===== src/rtl/uart_rx_fifo.sv =====
// UART 8N1 receiver (optional even parity) feeding a first-word-fall-through receive FIFO.
// Latency: a byte is at the FIFO head on the cycle after its stop-bit sample edge; RXD adds 2 sync cycles.
// Backpressure: o_rx_valid/i_rx_ready pop; a byte arriving while full with no pop is dropped and flags overrun.
//
// Ports:
//   i_clk, i_reset       - clock and synchronous active-high reset
//   i_rxd                - asynchronous serial input, idle high
//   o_rx_data/o_rx_valid - FIFO head byte and not-empty; i_rx_ready pops when o_rx_valid=1
//   o_frame_err          - sticky: stop bit sampled low
//   o_overrun            - sticky: byte arrived with FIFO full and no pop
//   o_parity_err         - sticky parity mismatch (only with UART_RX_PARITY_EN, else 0)
//   i_err_clr            - clears all sticky flags on the next edge (a same-cycle set wins)
// Build option: define UART_RX_PARITY_EN to expect an even-parity bit between data and stop.
module uart_rx_fifo #(
    parameter int CLKS_PER_BIT = 217,
    parameter int FIFO_DEPTH   = 4
) (
    input  logic       i_clk,
    input  logic       i_reset,
    input  logic       i_rxd,
    output logic [7:0] o_rx_data,
    output logic       o_rx_valid,
    input  logic       i_rx_ready,
    output logic       o_frame_err,
    output logic       o_overrun,
    output logic       o_parity_err,
    input  logic       i_err_clr
);
    localparam int CW = $clog2(CLKS_PER_BIT);
    localparam int AW = $clog2(FIFO_DEPTH);
    localparam logic [CW-1:0] C_FULL = CW'(CLKS_PER_BIT - 1);
    localparam logic [CW-1:0] C_HALF = CW'(CLKS_PER_BIT / 2 - 1);

    // S_PARITY is only reachable when the parity option is built in.
    typedef enum logic [2:0] {S_IDLE, S_START, S_DATA, S_PARITY, S_STOP} state_t;

    logic            r_rxd_meta;
    logic            r_rxs;
    state_t          r_state;
    logic [CW-1:0]   r_cnt;
    logic [2:0]      r_bit_idx;
    logic [7:0]      r_shift;
    logic            r_par_bad;

    logic [7:0]      r_mem [FIFO_DEPTH];
    logic [AW:0]     r_wr_ptr;
    logic [AW:0]     r_rd_ptr;
    logic            r_frame_err;
    logic            r_overrun;
    logic            r_parity_err;

    logic            w_stop_smp;
    logic            w_good;
    logic            w_empty;
    logic            w_full;
    logic            w_pop;
    logic            w_wr_en;

    // Two-flop synchronizer; reset to the idle level so reset never looks like a start bit.
    always_ff @(posedge i_clk) begin
        if (i_reset) begin
            r_rxd_meta <= 1'b1;
            r_rxs      <= 1'b1;
        end else begin
            r_rxd_meta <= i_rxd;
            r_rxs      <= r_rxd_meta;
        end
    end

    always_ff @(posedge i_clk) begin
        if (i_reset) begin
            r_state   <= S_IDLE;
            r_cnt     <= '0;
            r_bit_idx <= '0;
            r_shift   <= '0;
            r_par_bad <= 1'b0;
        end else begin
            case (r_state)
                S_IDLE: begin
                    r_par_bad <= 1'b0;
                    if (!r_rxs) begin
                        r_state <= S_START;
                        r_cnt   <= '0;
                    end
                end
                S_START: begin
                    if (r_cnt == C_HALF) begin
                        // Still low at mid start bit: genuine start; otherwise a glitch.
                        r_cnt     <= '0;
                        r_bit_idx <= '0;
                        r_state   <= r_rxs ? S_IDLE : S_DATA;
                    end else begin
                        r_cnt <= r_cnt + CW'(1);
                    end
                end
                S_DATA: begin
                    if (r_cnt == C_FULL) begin
                        r_cnt     <= '0;
                        r_shift   <= {r_rxs, r_shift[7:1]};
                        r_bit_idx <= r_bit_idx + 3'd1;
                        if (r_bit_idx == 3'd7) begin
`ifdef UART_RX_PARITY_EN
                            r_state <= S_PARITY;
`else
                            r_state <= S_STOP;
`endif
                        end
                    end else begin
                        r_cnt <= r_cnt + CW'(1);
                    end
                end
`ifdef UART_RX_PARITY_EN
                S_PARITY: begin
                    if (r_cnt == C_FULL) begin
                        r_cnt     <= '0;
                        // Even parity: the parity bit equals the XOR of the data bits.
                        r_par_bad <= r_rxs ^ (^r_shift);
                        r_state   <= S_STOP;
                    end else begin
                        r_cnt <= r_cnt + CW'(1);
                    end
                end
`endif
                S_STOP: begin
                    // Leave at mid stop bit so a back-to-back start edge is not missed.
                    if (r_cnt == C_FULL) begin
                        r_cnt   <= '0;
                        r_state <= S_IDLE;
                    end else begin
                        r_cnt <= r_cnt + CW'(1);
                    end
                end
                default: r_state <= S_IDLE;
            endcase
        end
    end

    // Push is decoded from the FSM registers so the FIFO captures the byte on the stop-sample edge itself.
    assign w_stop_smp = (r_state == S_STOP) && (r_cnt == C_FULL);
    assign w_good     = w_stop_smp && r_rxs && !r_par_bad;

    assign w_empty = (r_wr_ptr == r_rd_ptr);
    assign w_full  = (r_wr_ptr[AW] != r_rd_ptr[AW]) &&
                     (r_wr_ptr[AW-1:0] == r_rd_ptr[AW-1:0]);
    assign w_pop   = i_rx_ready && !w_empty;
    assign w_wr_en = w_good && (!w_full || w_pop);

    always_ff @(posedge i_clk) begin
        if (i_reset) begin
            r_wr_ptr <= '0;
            r_rd_ptr <= '0;
        end else begin
            if (w_wr_en) begin
                r_mem[r_wr_ptr[AW-1:0]] <= r_shift;
                r_wr_ptr                <= r_wr_ptr + (AW+1)'(1);
            end
            if (w_pop) begin
                r_rd_ptr <= r_rd_ptr + (AW+1)'(1);
            end
        end
    end

    // Sticky flags: a set event in the same cycle as i_err_clr takes priority.
    always_ff @(posedge i_clk) begin
        if (i_reset) begin
            r_frame_err  <= 1'b0;
            r_overrun    <= 1'b0;
            r_parity_err <= 1'b0;
        end else begin
            if (w_stop_smp && !r_rxs)          r_frame_err <= 1'b1;
            else if (i_err_clr)                r_frame_err <= 1'b0;
            if (w_good && w_full && !w_pop)    r_overrun <= 1'b1;
            else if (i_err_clr)                r_overrun <= 1'b0;
            if (w_stop_smp && r_par_bad)       r_parity_err <= 1'b1;
            else if (i_err_clr)                r_parity_err <= 1'b0;
        end
    end

    // The head byte is forced to zero while empty so stale storage never shows after reset.
    assign o_rx_data    = w_empty ? 8'h00 : r_mem[r_rd_ptr[AW-1:0]];
    assign o_rx_valid   = !w_empty;
    assign o_frame_err  = r_frame_err;
    assign o_overrun    = r_overrun;
`ifdef UART_RX_PARITY_EN
    assign o_parity_err = r_parity_err;
`else
    assign o_parity_err = 1'b0;
`endif

endmodule


===== config.mk =====
export PLATFORM = sky130hd
export DESIGN_NAME = uart_rx_fifo
export DESIGN_NICKNAME = d
export VERILOG_FILES = /design/src/rtl/uart_rx_fifo.sv
export SDC_FILE = /design/constraint.sdc
export NUM_CORES = 1
export LEC_CHECK = 0
export BUFFER_PORTS_ARGS = -buffer_cell sky130_fd_sc_hd__buf_2
export CAP_MARGIN = 20
export CORE_MARGIN = 4
export CORE_UTILIZATION = 56
export CTS_BUF_LIST = sky130_fd_sc_hd__clkbuf_2
export CTS_CLUSTER_SIZE = 28
export DETAILED_ROUTE_END_ITERATION = 8
export PLACE_DENSITY = 0.76
export SLEW_MARGIN = 20
export SYNTH_ARGS = -nofsm -noshare
export SYNTH_HDL_FRONTEND = slang
export SYNTH_SLANG_ARGS = --single-unit

===== constraint.sdc =====
create_clock -name i_clk -period 2.05 [get_ports i_clk]
set_clock_uncertainty 0.15 [all_clocks]
set_input_delay 0.205 -clock i_clk [delete_from_list [all_inputs] [get_ports i_clk]]
set_output_delay 0.205 -clock i_clk [all_outputs]
set_load 0.05 [all_outputs]

==> out/results.ini, run 1 <==
[status]
outcome = complete, but fails checks
violations = negative setup slack

[synthesis]
synthTopCellsByArea = edfxtp_1 (33%), dfxtp_1 (23%), mux4_2 (6.2%)
netlist_instances = 238
syn-cell-area_sq_um = 2924
avgSynthCellArea_sq_um = 12.29
synth_flop_cell = dfxtp_1
async_flop_share = 0
yosys.area.top_type = edfxtp_1
ys_seq_area_frac = 0.5614
yosysWarnings = 0
synth.net_count = 252
yosysUniqueCellTypes = 49
yosysTopAreaCellShare = 0.3286
synth_edf_count = 32
ys_ff_latch = 66

[setup_path]
cp_slowest_stage_delay_ps = 490
endpoint_kind = output port
worstPathRequired_ps = 1690
crit_type = reg -> out
cp-start-kind = flop
cp_data_arrival_time_ps = 1760
crit_chain = buf_12, mux4_2, and2_4, buf_8
crit_slowest_cell = mux4_2
cp_max_fo = 8

[pwr]
clkPwrFrac = 0.364
power_density_nw_per_um2 = 656.8
switchingPower_uw = 459.4
ir_worst_vdd_v = 0.0003505
p_comb_frac = 0.033
leakagePower_uw = 0.001232
internal-power_uw = 1828
netSwitchingFraction = 0.2009
seqPwrFrac = 0.602

[sta]
setup_viol = 8
min_period_ps = 2114
fin_ws_ps = -63.55
rsz0062_at_grt = yes
timing.hold.ws_ps = 95.08
hold_viol = 0
report.final.slew_viol_count = 0
max_freq_mhz = 473.1
tns_ps = -443.4
finalCritPeriodShare = 1.031

[cts]
cts_buffers = 9
insertion_delay_ps = 460
clock-sinks = 66
clk_pin_slew_ps = 170
cts_tree = built
cts.path.max_buffers = 2
cts-root-buf = clkbuf_2
ctsHtreeMaxLevel = 3

[global_route]
grt_start_max_net_pins = 34
grt_util_all_layers = 0.1776
antenna_found_initial = 0
grt_pass1_wl_microns = 8556
overflow = 0
grt_pass1_vias = 1810

[floorplanning]
dieArea_sq_um = 6442
rows = 26
io_pins = 17
coreArea_sq_um = 5075
fp.dieH_microns = 80.26
die_x_microns = 80.26
start_util = 0.5762

[placed_design]
placed_cells = 324
hpwlAfterDp_microns = 3465
portBuffers = 15
place_congestion = 0.7945
place_ws_ps = -15.49

[finish]
instances_no_fill = 346
layout_common_cells = edfxtp_1 (32), dfxtp_1 (31), nor2_1 (22), buf_4 (16), nand2_1 (15)
drive_gt1_frac = 0.3297
n_antenna_cell = 0
area_growth_pct = 19.08
utilization = 0.6861
nets = 285
final_common_cell = edfxtp_1

[detailed_routing]
dr.pass1.iters = 4
routed_wl_microns = 5160
route.antenna.remaining_nets = 0
avgRoutedWirePerCell_microns = 14.91
drt-initial-drc-count = 76
drc = 0
viasPerCell = 5.436
vias = 1881

[flow_run]
cap_viol_max_count = 0

[min_path]
hp-class = in -> reg

[worst paths after layout]
kind	start	endpoint	slack, ps	cells past startpoint
worst max register to register	r_cnt[3]$_SDFFE_PP0P_	r_state[1]$_SDFFE_PP0P_	60	6
worst min-delay path	i_reset	r_mem[3][6]$_DFFE_PP_	100	3
worst max-delay path	flop	o_rx_data[2]	-60	4
worst min register to register	r_rxd_meta$_SDFF_PP1_	r_rxs$_SDFF_PP1_	280	1
[critical path: cells and delay by family, from the launching register on]
| family | cells | cell delay, ps |
|---|---|---|
| buffers and inverters | 2 | 270 |
| flip-flops | 1 | 370 |
| multiplexers | 1 | 490 |
| AND/OR/NAND/NOR | 1 | 160 |
[metal layers]
layer / track usage / vias to the layer above / share of wire
met3: 0.03700 / 12 / 0.027
li1: - / 931 / -
met4: 0.09628 / 0 / 0.022
met1: 0.2127 / 904 / 0.43
met2: 0.2980 / 34 / 0.52
met5: 0 / - / 0
[registers in the layout, summed over array words and instances (netlist names), named ones only]
signal and flops:
r_shift 8, o_overrun 1, r_cnt 8, r_wr_ptr 3, r_state 3, r_rd_ptr 3, r_bit_idx 3, r_mem 32
o_frame_err 1, r_rxs 1, r_rxd_meta 1
[power groups by stage]
| stage | clock [uW] | combinational, uW | sequential, uW |
|---|---|---|---|
| after global routing | 908 | 83.3 | 1380 |
| after floorplan | 0 | 46.1 | 1410 |
| after CTS | 852 | 70.0 | 1380 |
| final | 833 | 76.3 | 1380 |
| after global placement | 0 | 64.5 | 1410 |
| after detailed placement | 0 | 64.4 | 1410 |
[area by class of cell]
type / instances / area [sq um]
Clock buffer: 13 / 65.06
Fill cell: 376 / 1593
Tap cell: 70 / 87.58
Sequential cell: 66 / 1645
Multi-Input combinational cell: 154 / 1276
Clock inverter: 3 / 63.81
Inverter: 5 / 18.77
Timing Repair Buffer: 35 / 325.3
[metrics by stage]
stage	power [uW]	cell area (sq um)
floorplan	1451	2930
global placement	1470	3122
detailed placement	1470	3122
CTS	2299	3412
global route	2371	3482
finish	2287	3482
[cells by family after synthesis]
logic type / Yosys count / synth area share
XOR/XNOR: 8 / 0.02396
multiplexers: 20 / 0.1027
other: 1 / 0.001282
AND/OR/NAND/NOR: 93 / 0.1836
AO/OA/AOI/OAI: 23 / 0.05648
buffers and inverters: 18 / 0.03209
flip-flops: 66 / 0.5614
adder cells (fa/ha/maj): 9 / 0.03851
[synthesized netlist by cell type (2+ instances only)]
library cell	instances
dfxtp_1	34
edfxtp_1	32
nor2_1	23
nand2_1	15
and2_1	14
mux2i_1	12
ha_1	9
nand3_1	9
mux4_2	8
clkbuf_1	6
a21oi_1	5
a31oi_1	5
inv_1	5
nand3b_1	5
xnor2_1	5
or2_2	4
o21ai_0	3
or3_2	3
xor2_1	3
a211oi_1	2
a22oi_1	2
and3_1	2
buf_4	2
buf_6	2
clkbuf_2	2
nand4b_1	2
nor3b_1	2
[timing repair]
action                                  4_1_cts  5_1_grt
pin swaps                                     8        3
resized for setup                            40       12
hold buffers                                  3        0
endpoints found under the hold margin         8        0
endpoints found under the setup margin       41       43
buffers inserted                              2        1
Note: power is estimated with default switching activity, not from simulation.
==> run 2, diff against run 1 <==
- MAX_ROUTING_LAYER: not set -> met4
- PLACE_DENSITY: 0.76 -> 0.87
==> run 2 against run 1 <==
Net effect:
- the flow still finishes with violations (negative setup slack)
- design area up 2.2%
- first-iteration DRC count up 61%
- via count up 3.8%
- die area unchanged
- worst setup slack worse by 95 ps
- clock power down 11%
==> out/results.ini, run 2 (same netlist as run 1, synthesis figures left out) <==
[status]
outcome = complete, but fails checks
violations = negative setup slack

[setup_path]
cp_data_arrival_time_ps = 1850
cp-start-kind = flop
worstPathRequired_ps = 1690
cp_max_fo = 8
crit_type = reg -> out
endpoint_kind = output port

[sta]
finalCritPeriodShare = 1.077
fin_ws_ps = -158.1
setup_viol = 9
rsz0062_at_grt = yes
hold_viol = 0
min_period_ps = 2208
report.final.slew_viol_count = 0
max_freq_mhz = 452.9
tns_ps = -1246

[floorplanning]
start_util = 0.5762
rows = 26
die_x_microns = 80.26
fp.dieH_microns = 80.26
io_pins = 17
coreArea_sq_um = 5075
dieArea_sq_um = 6442

[detailed_routing]
drc = 0
routed_wl_microns = 6265
route.antenna.remaining_nets = 0
viasPerCell = 5.561
drt-initial-drc-count = 122
vias = 1952
avgRoutedWirePerCell_microns = 17.85
dr.pass1.iters = 5

[cts]
cts.path.max_buffers = 2
cts-root-buf = clkbuf_2
clk_pin_slew_ps = 190
clock-sinks = 66
cts_tree = built
insertion_delay_ps = 500
ctsHtreeMaxLevel = 3
cts_buffers = 9

[pwr]
ir_worst_vdd_v = 0.0004268
power_uw = 2195
leakagePower_uw = 0.001257
power_density_nw_per_um2 = 616.7

[global_route]
grt_pass1_vias = 1905
overflow = 0
antenna_found_initial = 0
grt_pass1_wl_microns = 9197
grt_util_all_layers = 0.1965
grt_start_max_net_pins = 19

[finish]
fillers = 344
n_antenna_cell = 0
drive_gt1_frac = 0.3665
layout_common_cells = edfxtp_1 (32), dfxtp_1 (26), nor2_1 (22), buf_4 (17), nand2_1 (14)
area_growth_pct = 21.74
largest_register_ffs = 32
nets = 290
fin_area_sq_um = 3560
final_common_cell = edfxtp_1

[min_path]
hp-class = in -> reg

[placed_design]
place_area_sq_um = 3114
portBuffers = 15
hpwlAfterDp_microns = 3726
place_congestion = 0.8088

[flow_run]
cap_viol_max_count = 0

[run 2: repair_timing]
item,CTS,global route
endpoints found under the hold margin,20,0
pin swaps,9,8
resized for setup,40,28
hold buffers,4,0
gates cloned,0,1
buffers inserted,1,6
setup endpoints to repair,41,44
[run 2: metal layers]
| layer | GRT usage | part of all wire |
|---|---|---|
| met5 | - | 0 |
| met2 | 0.3270 | 0.53 |
| met1 | 0.2266 | 0.41 |
| met4 | 0.06757 | 0.017 |
| met3 | 0.05942 | 0.039 |
[run 2: worst max-delay path, cell delays in order, from the launching register on]
cell,delay (ps)
dfxtp_2,380
buf_12,130
mux4_2,520
and2_4,170
buf_8,140
[run 2: worst paths after layout]
kind,start,endpoint,slack (ps),depth (start not counted)
setup / recovery,flop,o_rx_data[2],-160,4
hold / removal,i_rxd,r_rxd_meta$_SDFF_PP1_,270,3
setup reg to reg,r_cnt[0]$_SDFFE_PP0P_,r_state[1]$_SDFFE_PP0P_,70,7
hold reg to reg,r_rxd_meta$_SDFF_PP1_,r_rxs$_SDFF_PP1_,280,1
[run 2: final cells by class]
type / instances / area [sq um] / share of cell area
clock inverter: 6 / 58.81 / 0.01652
multi-input combinational: 154 / 1304 / 0.3663
tap: 70 / 87.58 / 0.02460
inverter: 5 / 18.77 / 0.005272
sequential: 66 / 1654 / 0.4647
clock buffer: 10 / 50.05 / 0.01406
timing repair buffer: 40 / 386.6 / 0.1086
[run 2: report_power, final]
part           internal, uW  switching (uW)  leakage [uW]  total [uW]
clock                   279             461     0.0000680         740
sequential             1370            3.67      0.000575        1380
combinational          33.3            45.7      0.000614        79.0
total                  1690             510       0.00126        2200
[run 2: metrics by stage]
stage	setup WS [ps]	instances	hold slack, ps	util
after floorplan	52.10	238	158.8	-
after global placement	67.50	323	236.7	0.6137
after detailed placement	-32.73	323	242.3	0.6137
after CTS	-154.1	344	241.5	0.6677
after global routing	-243.8	351	263.5	0.7014
final	-158.1	351	274.2	0.7014
==> run 3, diff against run 2 <==
- CORE_UTILIZATION: 56 -> 54
- CTS_BUF_LIST: sky130_fd_sc_hd__clkbuf_2 -> sky130_fd_sc_hd__clkbuf_4 sky130_fd_sc_hd__clkbuf_8 sky130_fd_sc_hd__clkbuf_16
- PLACE_DENSITY: 0.87 -> 0.85
==> run 3 against run 2 <==
Net effect:
- design area decreased by 3.6%
- power is 14% higher
- routed wire length down 18%
- combinational power fell by 14%
- count of clock-buffer cells in the layout increased by 2
- maximum frequency is 11% higher
- first-iteration DRC count is 34% lower
- highest routed layer unchanged
- the run now ends clean
==> out/results.ini, run 3 (same netlist as run 1, synthesis figures left out) <==
[sta]
max_freq_mhz = 503.9
fin_ws_ps = 65.56
hold_viol = 0
tns_ps = 0
finalCritPeriodShare = 0.9680
setup_viol = 0
report.final.slew_viol_count = 0
min_period_ps = 1984

[detailed_routing]
vias = 1864
avgRoutedWirePerCell_microns = 14.85
routed_wl_microns = 5108
route.antenna.remaining_nets = 0
drt-initial-drc-count = 81
viasPerCell = 5.419
dr.pass1.iters = 4
drc = 0

[finish]
fillers = 373
layout_common_cells = dfxtp_1 (33), edfxtp_1 (32), nor2_1 (22), buf_4 (16), nand2_1 (15)
nets = 283
instances_no_fill = 344
n_antenna_cell = 0
seq_area_sq_um = 1643
largest_register_ffs = 32
multi_input_area_sq_um = 1216
area_growth_pct = 17.37
final_common_cell = dfxtp_1
utilization = 0.6635
drive_gt1_frac = 0.2956

[setup_path]
reg2reg_from = r_cnt[0]$_SDFFE_PP0P_
crit_type = reg -> out
cp-start-kind = flop
rrSetupSlack_ps = 110
cp_data_arrival_time_ps = 1630
rr_worst_depth = 7
rr_endpoint = r_state[1]$_SDFFE_PP0P_
endpoint_kind = output port
worstPathRequired_ps = 1690
cp_max_fo = 8

[cts]
cts-root-buf = clkbuf_8
cts_tree = built
ctsHtreeMaxLevel = 3
cts_buffers = 9
cts.path.max_buffers = 2
insertion_delay_ps = 330
clock-sinks = 66
clk_pin_slew_ps = 70

[flow_run]
cap_viol_max_count = 0

[floorplanning]
start_util = 0.5653
die_x_microns = 81.59
io_pins = 17
dieArea_sq_um = 6656
coreArea_sq_um = 5172
rows = 26
fp.dieH_microns = 81.59

[min_path]
min_path_cells = 4
min-delay-start = i_err_clr
hp-class = in -> reg
whs_endpoint = o_frame_err$_SDFFE_PP0P_

[pwr]
leakagePower_uw = 0.001224
power_density_nw_per_um2 = 730.7
ir_worst_vdd_v = 0.0005368

[global_route]
grt_pass1_vias = 1887
grt_pass1_wl_microns = 8838
grt_util_all_layers = 0.1835
antenna_found_initial = 0
grt_start_max_net_pins = 34
overflow = 0

[placed_design]
placed_cells = 325
hpwlAfterDp_microns = 3528
place_congestion = 0.8158
portBuffers = 15
place_ws_ps = -4.056

[status]
outcome = finished clean

run 3: cell types whose count changed in the layout (fill, tap and decap cells not counted), moves of 2 or more:
cell and change:
dlygate4sd3_1 -3, dfxtp_1 +7, and2_1 +5, xnor2_2 -2, buf_8 -8, clkinvlp_4 -2, clkbuf_2 -10, and2_4 -5
clkbuf_4 +2, dfxtp_2 -6, xnor2_1 +2, buf_6 +5, clkbuf_8 +10
run 3: critical path, cell delays in order, from the launching register on:
cell     delay [ps]
dfxtp_2         330
buf_8           140
mux4_2          500
and2_1          180
buf_6           150
run 3: area by class of cell:
cell class | instances | share of cell area
Clock inverter | 4 | 0.01276
Inverter | 5 | 0.005468
Multi-Input combinational cell | 154 | 0.3544
Tap cell | 70 | 0.02552
Timing Repair Buffer | 33 | 0.07875
Sequential cell | 66 | 0.4787
Clock buffer | 12 | 0.04448
run 3: how the worst max path moves through the flow:
stage | to
floorplan | r_mem[0][0]$_DFFE_PP_
CTS | r_mem[0][0]$_DFFE_PP_
global route | r_mem[1][3]$_DFFE_PP_
finish | o_rx_data[2]
detailed placement | r_mem[0][4]$_DFFE_PP_
global placement | r_mem[1][5]$_DFFE_PP_
run 3: per-stage QoR:
| step | area (sq um) | hold slack (ps) | total power, uW |
|---|---|---|---|
| after floorplan | 2930 | 158.8 | 1451 |
| after global placement | 3129 | 240.5 | 1470 |
| after detailed placement | 3129 | 244.1 | 1471 |
| after CTS | 3373 | 43.95 | 2527 |
| after global routing | 3432 | 77.02 | 2610 |
| final | 3432 | 50.82 | 2508 |
run 3: timing repair:
| item | in CTS | in global routing |
|---|---|---|
| cloned | 0 | 0 |
| resized for setup | 8 | 23 |
| setup endpoints to repair | 16 | 40 |
| buffers inserted | 2 | 0 |
| hold buffers | 1 | 0 |
| hold endpoints to repair | 1 | 0 |
run 3: per-layer routing:
layer  track usage  vias up  wire length, microns
met4       0.07641        0                    80
met3       0.04496       10                   212
met5             -        -                     0
li1              -      919                     -
met1        0.2267      897                  2260
met2        0.2899       38                  2554
run 3: power by group:
part,internal [uW],switching [uW]
combinational,25.2,43.0
sequential,1370,3.08
clock,614,449
